===== config.mk =====
export PLATFORM = sky130hd
export DESIGN_NAME = obj_dma_ctrl
export DESIGN_NICKNAME = d
export VERILOG_FILES = /design/src/rtl/obj_dma_ctrl_pkg.sv /design/src/rtl/obj_dma_window.sv /design/src/rtl/obj_dma_ctrl.sv
export SDC_FILE = /design/constraint.sdc
export NUM_CORES = 1
export LEC_CHECK = 0
export ABC_AREA = 0
export CAP_MARGIN = 20
export CELL_PAD_IN_SITES_DETAIL_PLACEMENT = 1
export CELL_PAD_IN_SITES_GLOBAL_PLACEMENT = 1
export CORE_ASPECT_RATIO = 2
export CORE_MARGIN = 2
export CORE_UTILIZATION = 25
export DETAILED_ROUTE_END_ITERATION = 10
export GPL_TIMING_DRIVEN = 1
export PLACE_DENSITY = 0.59
export SETUP_SLACK_MARGIN = 0.5
export SLEW_MARGIN = 15
export SYNTH_ARGS = -nofsm -noshare
export SYNTH_HDL_FRONTEND = slang
export SYNTH_SLANG_ARGS = --single-unit

===== constraint.sdc =====
create_clock -name i_EMU_MCLK -period 6.1 [get_ports i_EMU_MCLK]
set_input_delay 0.61 -clock i_EMU_MCLK [delete_from_list [all_inputs] [get_ports i_EMU_MCLK]]
set_output_delay 0.61 -clock i_EMU_MCLK [all_outputs]
set_load 0.02 [all_outputs]

===== src/rtl/obj_dma_ctrl_pkg.sv =====
// Shared types and vertical-window constants for the object-RAM DMA controller.
// The window limits match the timing generator's VBLANK decode.
package obj_dma_ctrl_pkg;

  typedef enum logic [2:0] {IDLE, REQ, RD, WR, DONE} dma_state_t;

  localparam logic [8:0] DMA_V_START = 9'd479;
  localparam logic [8:0] DMA_V_END   = 9'd494;

  function automatic logic in_dma_window(input logic [8:0] vcnt);
    return (vcnt >= DMA_V_START) && (vcnt <= DMA_V_END);
  endfunction

endpackage


===== src/rtl/obj_dma_window.sv =====
// Sprite DMA window decode: registered active-low strobe plus a one-enable
// start pulse on its falling edge.
module obj_dma_window
  import obj_dma_ctrl_pkg::*;
(
  input  logic       i_EMU_MCLK,
  input  logic       i_MRST_n,
  input  logic       i_EMU_CLK6MPCEN_n,
  input  logic [8:0] i_VCNT,
  output logic       o_DMA_n,
  output logic       o_start
);

  logic dma_q;

  always_ff @(posedge i_EMU_MCLK or negedge i_MRST_n) begin
    if (!i_MRST_n) begin
      o_DMA_n <= 1'b1;
      dma_q   <= 1'b1;
    end else if (!i_EMU_CLK6MPCEN_n) begin
      o_DMA_n <= !in_dma_window(i_VCNT);
      dma_q   <= o_DMA_n;
    end
  end

  // Held between enables, so the FSM sees it on exactly one enabled edge.
  assign o_start = !o_DMA_n && dma_q;

endmodule


===== src/rtl/obj_dma_ctrl.sv =====
// Object-RAM DMA controller: during the sprite DMA window it requests the CPU bus
// and copies CPU object RAM into the shadow object RAM, one word per two enables.
module obj_dma_ctrl
  import obj_dma_ctrl_pkg::*;
#(
  parameter int OBJ_WORDS = 2048,
  parameter int AW        = 11
) (
  input  logic          i_EMU_MCLK,
  input  logic          i_MRST_n,
  input  logic          i_EMU_CLK6MPCEN_n,
  input  logic [8:0]    i_VCNT,
  output logic          o_DMA_n,
  output logic          o_BUSRQ_n,
  input  logic          i_BUSAK_n,
  output logic [AW-1:0] o_SRC_ADDR,
  output logic          o_SRC_RD_n,
  input  logic [15:0]   i_SRC_DATA,
  output logic [AW-1:0] o_DST_ADDR,
  output logic [15:0]   o_DST_DATA,
  output logic          o_DST_WR_n,
  output logic          o_BUSY,
  output logic          o_OVR
);

  localparam logic [AW-1:0] LAST = AW'(OBJ_WORDS - 1);
  localparam logic [AW-1:0] ONE  = AW'(1);

  dma_state_t    state, state_d;
  logic [AW-1:0] n, n_d, src_addr_d, dst_addr_d;
  logic [15:0]   dst_data_d;
  logic          busrq_d, rd_d, wr_d, ovr_d;
  logic          start;

  obj_dma_window u_window (
    .i_EMU_MCLK        (i_EMU_MCLK),
    .i_MRST_n          (i_MRST_n),
    .i_EMU_CLK6MPCEN_n (i_EMU_CLK6MPCEN_n),
    .i_VCNT            (i_VCNT),
    .o_DMA_n           (o_DMA_n),
    .o_start           (start)
  );

  always_ff @(posedge i_EMU_MCLK or negedge i_MRST_n) begin
    if (!i_MRST_n) begin
      state      <= IDLE;
      n          <= '0;
      o_BUSRQ_n  <= 1'b1;
      o_SRC_RD_n <= 1'b1;
      o_DST_WR_n <= 1'b1;
      o_SRC_ADDR <= '0;
      o_DST_ADDR <= '0;
      o_DST_DATA <= '0;
      o_OVR      <= 1'b0;
    end else if (!i_EMU_CLK6MPCEN_n) begin
      state      <= state_d;
      n          <= n_d;
      o_BUSRQ_n  <= busrq_d;
      o_SRC_RD_n <= rd_d;
      o_DST_WR_n <= wr_d;
      o_SRC_ADDR <= src_addr_d;
      o_DST_ADDR <= dst_addr_d;
      o_DST_DATA <= dst_data_d;
      o_OVR      <= ovr_d;
    end
  end

  // Strobes are one-enable pulses; everything else holds unless a state assigns it.
  always_comb begin
    state_d    = state;
    n_d        = n;
    busrq_d    = o_BUSRQ_n;
    rd_d       = 1'b1;
    wr_d       = 1'b1;
    src_addr_d = o_SRC_ADDR;
    dst_addr_d = o_DST_ADDR;
    dst_data_d = o_DST_DATA;
    ovr_d      = o_OVR;
    unique case (state)
      IDLE: begin
        if (start) begin
          state_d = REQ;
          busrq_d = 1'b0;
          n_d     = '0;
          ovr_d   = 1'b0;
        end
      end
      REQ: begin
        if (!i_BUSAK_n) begin
          state_d    = RD;
          rd_d       = 1'b0;
          src_addr_d = n;
        end else if (o_DMA_n) begin
          state_d = IDLE;
          busrq_d = 1'b1;
          ovr_d   = 1'b1;
        end
      end
      RD: begin
        state_d    = WR;
        dst_data_d = i_SRC_DATA;
        wr_d       = 1'b0;
        dst_addr_d = n;
      end
      WR: begin
        // A started word always finishes; the window is only checked between words.
        if (n == LAST) begin
          state_d = DONE;
        end else if (o_DMA_n) begin
          state_d = DONE;
          ovr_d   = 1'b1;
        end else begin
          state_d    = RD;
          n_d        = n + ONE;
          rd_d       = 1'b0;
          src_addr_d = n + ONE;
        end
      end
      DONE: begin
        state_d = IDLE;
        busrq_d = 1'b1;
      end
      default: state_d = IDLE;
    endcase
  end

  assign o_BUSY = (state != IDLE);

endmodule


# After elaboration in Yosys (flattened, before gate mapping)
# Cells that the tools add are included.
# totals
input_bits,29
wordCells,68
ff_bits,58
output_inout_bits,44
# classes
muxes,25
eq_ne,12
n_reduce_logical,16
addsub,1
order_cmp,2
n_bitwise,1
# ops
op,count
11-bit 2-to-1 mux,4
11-bit one-hot mux with 2 select lines,2
5-bit AND reduction,4
3-bit 2-to-1 mux,5
3-bit one-hot mux with 4 select lines,1
"11-bit by 1-bit adder with 11-bit output, second input constant",1
"11-bit == test, second input constant",1
1-bit 2-to-1 mux,10
"2-bit != test, second input constant",5
"9-bit >= comparator, second input constant",1
"9-bit <= comparator, second input constant",1
3-bit nonzero test,3
"3-bit by 2-bit == test with 1-bit output, second input constant",2
1-bit one-hot mux with 3 select lines,2
2-bit nonzero test,2
"3-bit by 1-bit == test with 1-bit output, second input constant",1
"3-bit == test, second input constant",1
3-bit zero test,1
"3-bit by 2-bit != test with 1-bit output, second input constant",1
3-bit AND reduction,1
1-bit logical AND,2
1-bit zero test,2
"2-bit by 1-bit != test with 1-bit output, second input constant",1
1-bit one-hot mux with 2 select lines,1
other kinds (2),2

# Depth between registers and ports, before layout
# Gate-level depths: netlist (run 1).
# depth
word_depth,4
depth_mapped,7
depth_no_buf,5

# By module
# Synthesis (run 1) repeated with hierarchy kept, for this count alone.
# unflattened
hier_cells,233
area_unflattened_um2,2832.7
# modules_own_cells
module,n_inst,seq_area_each_um2,cells_each,area_per_inst_um2
obj_dma_ctrl,1,1405.1,222,2711.4
obj_dma_window,1,52.6,11,121.4

# Least setup slack after synthesis (run 1)
# No wires, ideal clock.
# synth_timing
kind,flip-flop to flip-flop
startpoint,reg n[0]
endpoint,reg o_SRC_ADDR[1]
n_path_buf,1
period_less_slack_ps,2139
required_time_ps,5972
path_stages_with_launch,7
setup_ps,128
setup_slack_ps,3961
t_arrival_ps,2012
cell_sequence,dfrtp_1 > ha_1 > and4_1 > a41o_1 > a211oi_2 > buf_4 > mux2_1
# synth_via
elab_chain_cells,4
elab_cells_between_ends,7
classes_between,1 x add/sub; 2 x eq/ne; 3 x mux; 1 x reduce/logical
# synth_rtl
element,line,text
from (decl),obj_dma_ctrl.sv:30,"logic [AW-1:0] n, n_d, src_addr_d, dst_addr_d;"
from (signal assigned),obj_dma_ctrl.sv:57,n <= n_d;
11-bit by 1-bit adder with 11-bit output,obj_dma_ctrl.sv:116,src_addr_d = n + ONE;
11-bit 2-to-1 mux,obj_dma_ctrl.sv:109,end else if (o_DMA_n) begin
11-bit 2-to-1 mux,obj_dma_ctrl.sv:107,if (n == LAST) begin
11-bit one-hot mux with 2 select lines,obj_dma_ctrl.sv:79,unique case (state)
to (signal assigned),obj_dma_ctrl.sv:61,o_SRC_ADDR <= src_addr_d;
to (decl),obj_dma_ctrl.sv:16,"output logic [AW-1:0] o_SRC_ADDR,"
# Several ways; a longest one is shown, not always the timed one. The select of a mux whose other input is x is not followed.
# A chain may end at the register's enable or synchronous reset.

# Worst setup path in the final report (run 1)
# layout_timing
startpoint,reg state[0]
endpoint,out o_BUSY
# layout_via
elab_chain_cells,1
# layout_rtl
element,line,text
from (decl),obj_dma_ctrl.sv:29,"dma_state_t state, state_d;"
from (signal assigned),obj_dma_ctrl.sv:56,state <= state_d;
3-bit nonzero test,obj_dma_ctrl.sv:127,assign o_BUSY = (state != IDLE);
to (decl),obj_dma_ctrl.sv:22,"output logic o_BUSY,"
# Every way passes these cells.

==> metrics.txt, run 1 <==
dominant combinational cell family by area after synthesis multiplexers; aggregate global-route resource usage a little over an eighth; TritonCTS sink count 58; met2 WL about 4.2 mm; number of buffers inserted by post-CTS setup repair 0; LEAKAGE 1.637 nW; distinct cell type count of the synthesized netlist 46; iteration-0 DRC count of the detailed router ~100; adder-cell share of the synthesized area less than 1%; post-synthesis compound-gate area fraction between 9 and 10%; Worst Setup Path Type reg2out; final count of hold timing violations 0; count of pins on the block boundary 73; total CTS buffers 9; clock network fraction of design power ~28%; number of nets in the final layout 339; effective utilization at floorplan 25.52%; final worst path period share roughly two fifths; fraction of registers with async set or reset after synthesis 100.0%; first-pass GRT wire length about 12 mm; Hold Worst Slack roughly 0.44 ns; final antenna-violating net count 0; Filler Cells Inserted about 1200; worst endpoint required time approximately 5.5 ns; number of endpoints failing setup at the final stage 0; Highest Signal Layer met4; overall die area ~12000 um^2; Critical Path Slowest Stage Cell clkdlybuf4s50_1; Clk Tree Root Cell clkbuf_16; clock-pin slew reported for the worst setup and hold paths after clock tree synthesis approximately 0.05 ns; max_cap viols 0; area share of the largest cell type after synthesis between 40 and 50%; power density normalized to cell area 427.6 nW/um^2; arrival time of data at the critical path endpoint a little under 2 ns; number of hold buffers added after cts 0; maximum cell stage delay along the critical path about 0.56 ns; power share of the combinational group 36.4%; TritonCTS clock tree done; series of cell instances along the critical path nor3_1 -> inv_1 -> clkdlybuf4s50_1; transition time of the tightest slew-check pin between 0.7 and 0.8 ns; Vias per Instance roughly 4.8; iteration count of the initial detailed-routing pass 4; number of port buffers 72; average wire per standard cell 16.37 um; CP Buf/Inv Count 2; overflow left after global routing 0; initial antenna violation count 0; Critical Path End Type output pin; category of cells accounting for the largest share of critical-path delay buffers and inverters; XOR/XNOR Fraction of Synth Area 2.839%; share of power burned in registers a little over a third; via count 2163; cell type contributing the most total cell area after synthesis dfrtp_1; relative slew slack 49.12%; utilization after layout between 30% and 40%; Final TNS setup 0 ns; top fanout value on the critical path 12; cell row count 54; placeable core region 10880 um^2; setup repair after global routing missed its margin false; DRC errors left 0; clk buf depth 2; mux share of post-synthesis cell area 17.31%; area added between synthesis and finish 40.56%; via count of the first global-routing pass 2367; fraction of the yosys area taken by sequential cells a little over half; Synth Warn # 0; post-place instance area ~3600 um^2; number of antenna cells inserted 0; combined area of all synthesized cells between 2000 and 3000 um^2; fraction of final layout cells with drive strength greater than 1 between 10% and 20%; x dimension of the die 78.52 um; number of instances resized during post-cts repair 0; Critical Path Stages 3; post-route clock skew slightly above 0.006 ns; max-slew violation total from the final report 0; WL final ~7.4 mm; Finished Layout Cells around 450; cell count after synthesis about 240; die outline height between 150 and 200 um; depth of the worst register-to-register path 4; synthesized area per cell between 10 and 15 um^2; cell types with the largest area share after synthesis dfrtp_1 48%, mux2_2 12%, dfstp_2 4.7%, mux2_1 4.5%, a31oi_1 2.3%; number of H-tree levels 3; Net Sw Power 565.3 uW; number of flops mapped to enable cells by yosys 0; Final HPWL DP 5.386 mm; Synthesized Nets 269; highest clock frequency the design can meet 391.8 MHz; largest net degree at the start of global routing between 50 and 60; switching part of the total power between 30% and 40%; worst skew pair latency between 0.3 and 0.4 ns; time the final worst path needs with I/O delays and setup 2.552 ns; Most used DFF post-synth dfrtp_1; Detail Route met3 WL about 300 um; class of the tightest hold or removal check in2async; dpl cells approximately 440; post-route standard cell area excluding fillers slightly below 4000 um^2; Final Wtd Congestion about 0.8; worst vdd ir between 0.15 and 0.2 mV; simple logic cell fraction of the synthesized area between 10% and 20%; status completed; count of state elements after synthesis slightly below 60; critical path startpoint category flop; internal power 1.103 mW; met1 WL between 2 and 3 mm
## area by class of cell
class / instances / area (um^2) / share of cell area (%)
clock inverters: 3 / 15.01 / 0.3847
inverters: 9 / 33.78 / 0.8657
flip-flops and latches: 58 / 1458 / 37.35
multi-input cells: 155 / 1222 / 31.32
repair buffers: 75 / 738.2 / 18.92
well taps: 140 / 175.2 / 4.489
clock buffers: 13 / 260.3 / 6.669
## synthesized netlist by cell type, drive strengths merged (2+ instances only)
cell type	instances
clkbuf	11
nand4b	2
nor3	8
inv	9
xnor2	5
nor2	10
dfrtp	53
nand4	5
nand2	11
a21oi	8
and3	4
nand2b	6
mux2i	3
and4	2
nand3b	2
a2111oi	2
o21a	2
o21ai	4
nand3	6
a31oi	10
or4b	2
mux2	40
xor2	4
nor2b	3
dfstp	5
ha	2
buf	5
a21o	2
## final timing paths
| check | from | to | slack (ns) |
|---|---|---|---|
| max | state[0] | o_BUSY | 3.55 |
| min | i_MRST_n | o_SRC_ADDR[10] | 0.44 |
| max reg2reg | state[0] | n[1] | 3.73 |
| min reg2reg | o_SRC_RD_n | o_SRC_RD_n | 0.48 |
| max in group asynchronous | i_MRST_n | n[10] | 5.15 |
| min in group i_EMU_MCLK | o_SRC_RD_n | o_SRC_RD_n | 0.48 |
## routing by layer
layer  vias up  track usage, %
li1        998               -
met1      1103           13.80
met2        49           23.61
met3        13           3.896
met4         0           7.686
met5         -               0
## layout by cell type, fill, tap and decap left out, drive strengths merged, types with 2 or more instances in the layout
cell           count
or4b               2
a21o               2
clkdlybuf4s50     71
mux2              40
nor3               8
nand4b             2
nor2              10
nand2b             6
nand2             11
nand3              6
o21a               2
and3               4
xor2               4
o21ai              4
mux2i              3
nor2b              3
a31oi             10
buf                4
and4               2
inv                9
xnor2              5
dfstp              5
a2111oi            2
nand3b             2
a21oi              8
ha                 2
clkbuf            13
dfrtp             53
nand4              5
clkinv             3
## metrics by stage
stage / setup slack [ns] / power [mW]
3_3_place_gp: 3.123 / 1.214
4_1_cts: 3.334 / 1.703
5_1_grt: 3.433 / 1.766
3_5_place_dp: 3.079 / 1.225
6_report: 3.548 / 1.669
2_1_floorplan: 3.961 / 0.9310
## power by group through the flow
| stage | clock, mW | sequential [mW] | combinational [mW] |
|---|---|---|---|
| after detailed placement | 0 | 0.609 | 0.615 |
| after global routing | 0.490 | 0.621 | 0.655 |
| after global placement | 0 | 0.602 | 0.611 |
| after CTS | 0.479 | 0.604 | 0.619 |
| after floorplan | 0 | 0.675 | 0.256 |
| final | 0.462 | 0.599 | 0.608 |
## worst reg2reg max path, delay by kind of cell, from the launching register on
| family | cells | cell delay [ns] |
|---|---|---|
| AOI/OAI and AO/OA | 2 | 0.75 |
| DFF | 1 | 0.51 |
| muxes | 1 | 0.37 |
| and+or+nand+nor | 1 | 0.62 |
## logic make-up after synthesis
kind of cell,count (synthesis)
muxes,43
DFF,58
AOI/OAI and AO/OA,36
buffers and inverters,25
xor gates and xnor gates,9
adders and majority gates,2
and+or+nand+nor,65
## state kept, by name, indices dropped and copies added (netlist names)
name	flops
n	11
o_DST_ADDR	11
o_OVR	1
state	3
u_window.dma_q	1
o_DST_WR_n	1
o_SRC_RD_n	1
o_SRC_ADDR	11
o_BUSRQ_n	1
o_DST_DATA	16
u_window.o_DMA_n	1
No activity file was read; power rests on OpenSTA's default activity.
==> run 2: changes to the inputs <==
==> constraint.sdc (replaced) <==
create_clock -name i_EMU_MCLK -period 2.5 [get_ports i_EMU_MCLK]
set_input_delay 0.25 -clock i_EMU_MCLK [delete_from_list [all_inputs] [get_ports i_EMU_MCLK]]
set_output_delay 0.25 -clock i_EMU_MCLK [all_outputs]
set_load 0.02 [all_outputs]
==> run 2 against run 1 <==
Compared with the run above:
- the run now ends with negative hold slack left
- utilization grew 2.8 points
- worst hold slack got worse by 0.47 ns
- cell count grew 6.0%
- count of clock-buffer cells in the layout unchanged
- via count is 8.1% higher
- clock skew decreased by 0.0020 ns
- power grew to 2.6 times the previous value
- register-to-register slack worse by 3.2 ns
- die area stayed put
- clock power grew 140%
- highest routed layer unchanged
==> metrics.txt, run 2 (synthesis results as in run 1) <==
status finished with violations; Critical Path End Type flop; highest clock frequency the design can meet 502.2 MHz; final antenna-violating net count 0; pre-CTS worst setup slack 0.2993 ns; iteration count of the initial detailed-routing pass 4; x dimension of the die between 70 and 80 um; Critical Path Slowest Stage Cell dfstp_2; Final TNS setup 0 ns; via count of the first global-routing pass 2567; aggregate global-route resource usage 14.96%; max-slew violation total from the final report 0; overflow left after global routing 0; DRC errors left 0; Worst Setup Path Type reg2reg; met1 Use GR around 15%; met2 track utilization from global routing 27.51%; final count of hold timing violations 20; setup repair after global routing missed its margin true; LEAKAGE between 1.5 and 2 nW; series of cell instances along the critical path or4b_4 -> a211o_4 -> a21oi_4 -> mux2_4; TritonCTS sink count 58; failing checks negative hold slack; Final Wtd Congestion ~0.8; routing layer with the top usage in global route met2; arrival time of data at the critical path endpoint 2.19 ns; effective utilization at floorplan between 20 and 30%; worst endpoint required time about 2.7 ns; Clk Tree Root Cell clkbuf_16; WL final about 8.4 mm; cell row count 54; placeable core region 10880 um^2; maximum cell stage delay along the critical path ~0.52 ns; first-pass GRT wire length around 14 mm; class of the tightest hold or removal check in2async; overall die area around 12000 um^2; fraction of final layout cells with drive strength greater than 1 between 20% and 30%; number of antenna cells inserted 0; total CTS buffers 9; category of cells accounting for the largest share of critical-path delay compound AO/OA/AOI/OAI gates; worst skew pair latency about 0.32 ns; max_cap viols 0; Vias per Instance roughly 5; time the final worst path needs with I/O delays and setup approximately 2.0 ns; transition time of the tightest slew-check pin about 0.73 ns; Largest Register o_DST_DATA; final worst path period share between 70 and 80%; power density normalized to cell area between 1000 and 1500 nW/um^2; clk buf depth 2; number of H-tree levels 3; commonest non-fill, non-tap cells in the layout 70 x clkdlybuf4s50_1, 53 x dfrtp_1, 29 x buf_4; met3 track demand over resource around 2.3%; iteration-0 DRC count of the detailed router 59; count of pins on the block boundary between 70 and 80; top fanout value on the critical path 3; commonest non-fill, non-tap cell in the layout clkdlybuf4s50_1; post-place instance area between 3000 and 4000 um^2; average wire per standard cell 17.55 um; CP Buf/Inv Count 0; relative slew slack approximately 50%; post-route clock skew 0.004173 ns; critical path startpoint category flop; number of nets in the final layout approximately 370; Final HPWL DP ~6.2 mm; setup ws final a little over 0.5 ns; TritonCTS clock tree done; flip-flop count of the largest register, all copies and words added 16; clock-pin slew reported for the worst setup and hold paths after clock tree synthesis 0.05 ns; number of endpoints failing setup at the final stage 0; largest net degree at the start of global routing 33; post-route standard cell area excluding fillers 4209 um^2; die outline height around 150 um; initial antenna violation count 0; Hold Worst Slack -0.02630 ns; area added between synthesis and finish 51.60%; via count 2338; worst vdd ir roughly 0.48 mV; number of port buffers a little over 70
[run 2: cell count changes in the layout (fill, tap and decap cells not counted), sizes merged]
cell / delta
buf: +28
clkinv: -2
clkdlybuf4s50: -1
clkinvlp: +1
dlygate4sd2: +1
[run 2: timing repair]
action                     CTS  global route
hold buffers                 0             0
setup endpoints to repair   15            18
gates resized for setup     13             3
setup buffers                9             4
pin swaps                    4             6
gates cloned                 1             0
[run 2: per-stage QoR]
step	instances	hold WS (ns)	util [%]	power, mW
floorplan	238	-0.04559	-	2.319
global placement	451	0.3556	34.61	3.098
detailed placement	451	0.3567	34.61	3.122
CTS	476	0.01084	38.31	4.348
global route	480	0.04920	38.69	4.556
finish	480	-0.02630	38.69	4.324
[run 2: area by class of cell]
type / instances / area (um^2)
fillers: 1172 / 6669
well taps: 140 / 175.2
clock inverters: 2 / 12.51
clock buffers: 13 / 260.3
multi-input cells: 155 / 1313
inverters: 9 / 36.28
flip-flops and latches: 58 / 1458
repair buffers: 103 / 954.7
[run 2: report_power, final]
group          switching [mW]  internal [mW]
combinational           0.916          0.921
clock                   0.401          0.716
sequential              0.146           1.22
[run 2: path summary, 6_finish.rpt]
check / end / cells after the start / from / slack [ns]
worst max-delay path: n[0] / 4 / u_window.dma_q / 0.51
worst min-delay path: o_SRC_ADDR[4] / 1 / i_MRST_n / -0.03
worst max register to register: n[0] / 4 / u_window.dma_q / 0.51
worst min register to register: o_DST_WR_n / 2 / o_DST_WR_n / 0.48
max in group asynchronous: o_SRC_RD_n / 2 / i_MRST_n / 1.80
min in group i_EMU_MCLK: o_DST_WR_n / 2 / o_DST_WR_n / 0.48
[run 2: routing by layer]
layer / routed length [um] / share of wire (%) / vias up
met1: 2924 / 35 / 1205
met3: 213 / 2.5 / 25
met4: 395 / 4.7 / 0
li1: - / - / 1053
met2: 4888 / 58 / 55
met5: 0 / 0 / -
==> run 3: changes to the inputs <==
==> constraint.sdc (replaced) <==
create_clock -name i_EMU_MCLK -period 1.99 [get_ports i_EMU_MCLK]
set_input_delay 0.199 -clock i_EMU_MCLK [delete_from_list [all_inputs] [get_ports i_EMU_MCLK]]
set_output_delay 0.199 -clock i_EMU_MCLK [all_outputs]
set_load 0.02 [all_outputs]
==> run 3 against run 2 <==
Compared with the run above:
- the flow now finishes without violations
- sequential share of layout area shrank 4.8 points
- power is 47% higher
- global-route usage increased by 1.1 points
- via count up 3.8%
==> metrics.txt, run 3 (synthesis results as in run 1) <==
Final HPWL DP ~6.1 mm; first-pass GRT wire length ~14 mm; count of pins on the block boundary 73; highest clock frequency the design can meet ~500 MHz; pre-CTS worst setup slack 0.007485 ns; Critical Path End Type flop; overflow left after global routing 0; TritonCTS clock tree done; overall die area around 12000 um^2; cell row count 54; time the final worst path needs with I/O delays and setup just under 2 ns; WL final between 9 and 10 mm; iteration-0 DRC count of the detailed router 69; transition time of the tightest slew-check pin between 0.9 and 1 ns; max-slew violation total from the final report 0; post-route clock skew between 0.005 and 0.006 ns; x dimension of the die between 70 and 80 um; max_cap viols 0; area added between synthesis and finish 75.89%; Crit Reg-Reg Startpoint u_window.dma_q; Design Power between 6 and 7 mW; average wire per standard cell roughly 18 um; largest net degree at the start of global routing 49; Filler Cells Inserted approximately 1200; status completed; via count between 2000 and 2500; total CTS buffers 9; top fanout value on the critical path 6; source of the critical timing path u_window.dma_q; Hold Worst Slack ~0.28 ns; setup repair after global routing missed its margin true; commonest non-fill, non-tap cells in the layout 53 x dfrtp_1, 40 x mux2_4, 36 x dlygate4sd2_1; Largest Register o_DST_DATA; number of endpoints failing setup at the final stage 0; fraction of final layout cells with drive strength greater than 1 around two fifths; dpl cells 467; Final Wtd Congestion between 0.7 and 0.8; final count of hold timing violations 0; post-route standard cell area excluding fillers slightly below 5000 um^2; clock-pin slew reported for the worst setup and hold paths after clock tree synthesis roughly 0.05 ns; worst setup path endpoint n[7]; class of the tightest hold or removal check in2async; worst vdd ir 0.5974 mV; setup ws final 0.03985 ns; arrival time of data at the critical path endpoint 2.18 ns; clk buf depth 2; Finished Layout Cells 511; final worst path period share slightly below 100%; power density normalized to cell area around 1300 nW/um^2; TritonCTS sink count 58; initial antenna violation count 0; DRC errors left 0; Crit Reg-Reg Endpoint n[7]; flip-flop count of the largest register, all copies and words added 16; commonest non-fill, non-tap cell in the layout dfrtp_1; worst skew pair latency approximately 0.33 ns; final antenna-violating net count 0; via count of the first global-routing pass approximately 2700; placeable core region 10880 um^2; Clk Tree Root Cell clkbuf_16; worst endpoint required time roughly 2.2 ns; number of nets in the final layout slightly below 400; Vias per Instance roughly 4.7; critical path startpoint category flop; LEAKAGE 2.289 nW; die outline height around 150 um; aggregate global-route resource usage between 15 and 20%; post-place instance area about 4000 um^2; iteration count of the initial detailed-routing pass 4; relative slew slack around 36%; number of H-tree levels 3; Worst Setup Path Type reg2reg; number of antenna cells inserted 0; effective utilization at floorplan between 20% and 30%; depth of the worst register-to-register path 5; number of port buffers between 70 and 80; worst-case register-to-register setup slack 0.04 ns
-- run 3: per-stage QoR --
step | util (%) | setup TNS (ns)
2_1_floorplan | - | -0.2216
3_3_place_gp | 36.99 | 0
3_5_place_dp | 36.99 | 0
4_1_cts | 43.80 | -0.009110
5_1_grt | 44.89 | -0.06830
6_report | 44.89 | 0
-- run 3: final cells by class --
type	count	area (um^2)	share of cell area, %
repair buffers	133	1333	27.29
clock buffers	9	225.2	4.612
multi-input cells	155	1541	31.57
clock inverters	7	117.6	2.408
well taps	140	175.2	3.587
flip-flops and latches	58	1458	29.85
inverters	9	33.78	0.6918
-- run 3: how the worst min path moves through the flow --
stage | to | slack (ns) | startpoint | cells past startpoint
finish | o_SRC_ADDR[0] | 0.28 | i_MRST_n | 2
global route | o_SRC_ADDR[0] | 0.33 | i_MRST_n | 2
global placement | o_SRC_ADDR[0] | 0.09 | i_MRST_n | 1
floorplan | n[0] | -0.1 | i_MRST_n | 0
detailed placement | o_SRC_ADDR[0] | 0.1 | i_MRST_n | 1
CTS | o_SRC_ADDR[0] | 0.28 | i_MRST_n | 2
-- run 3: repair_timing --
action / 4_1_cts / 5_1_grt
setup endpoints to repair: 93 / 63
endpoints found under the hold margin: 10 / 0
gates resized for setup: 96 / 17
gates cloned: 3 / 0
hold buffers: 1 / 0
pin swaps: 14 / 8
buffers inserted: 18 / 6
-- run 3: where the power goes --
| group | switching [mW] | total (mW) | internal, mW |
|---|---|---|---|
| Combinational | 1.33 | 2.88 | 1.54 |
| Sequential | 0.186 | 1.72 | 1.54 |
| Clock | 0.557 | 1.77 | 1.22 |
| Total | 2.08 | 6.38 | 4.30 |
-- run 3: per-layer routing --
metal,track usage [%],up-vias,routed length (um)
met3,3.247,18,295
met5,0,-,0
li1,-,1122,-
met1,15.76,1221,3227
met4,9.357,0,354
met2,29.83,65,5135
-- run 3: critical path: stages, from the launching register on --
cell	delay, ns
dfstp_2	0.52
or4b_4	0.48
a2111oi_4	0.32
buf_4	0.22
a31oi_1	0.10
a31oi_1	0.21
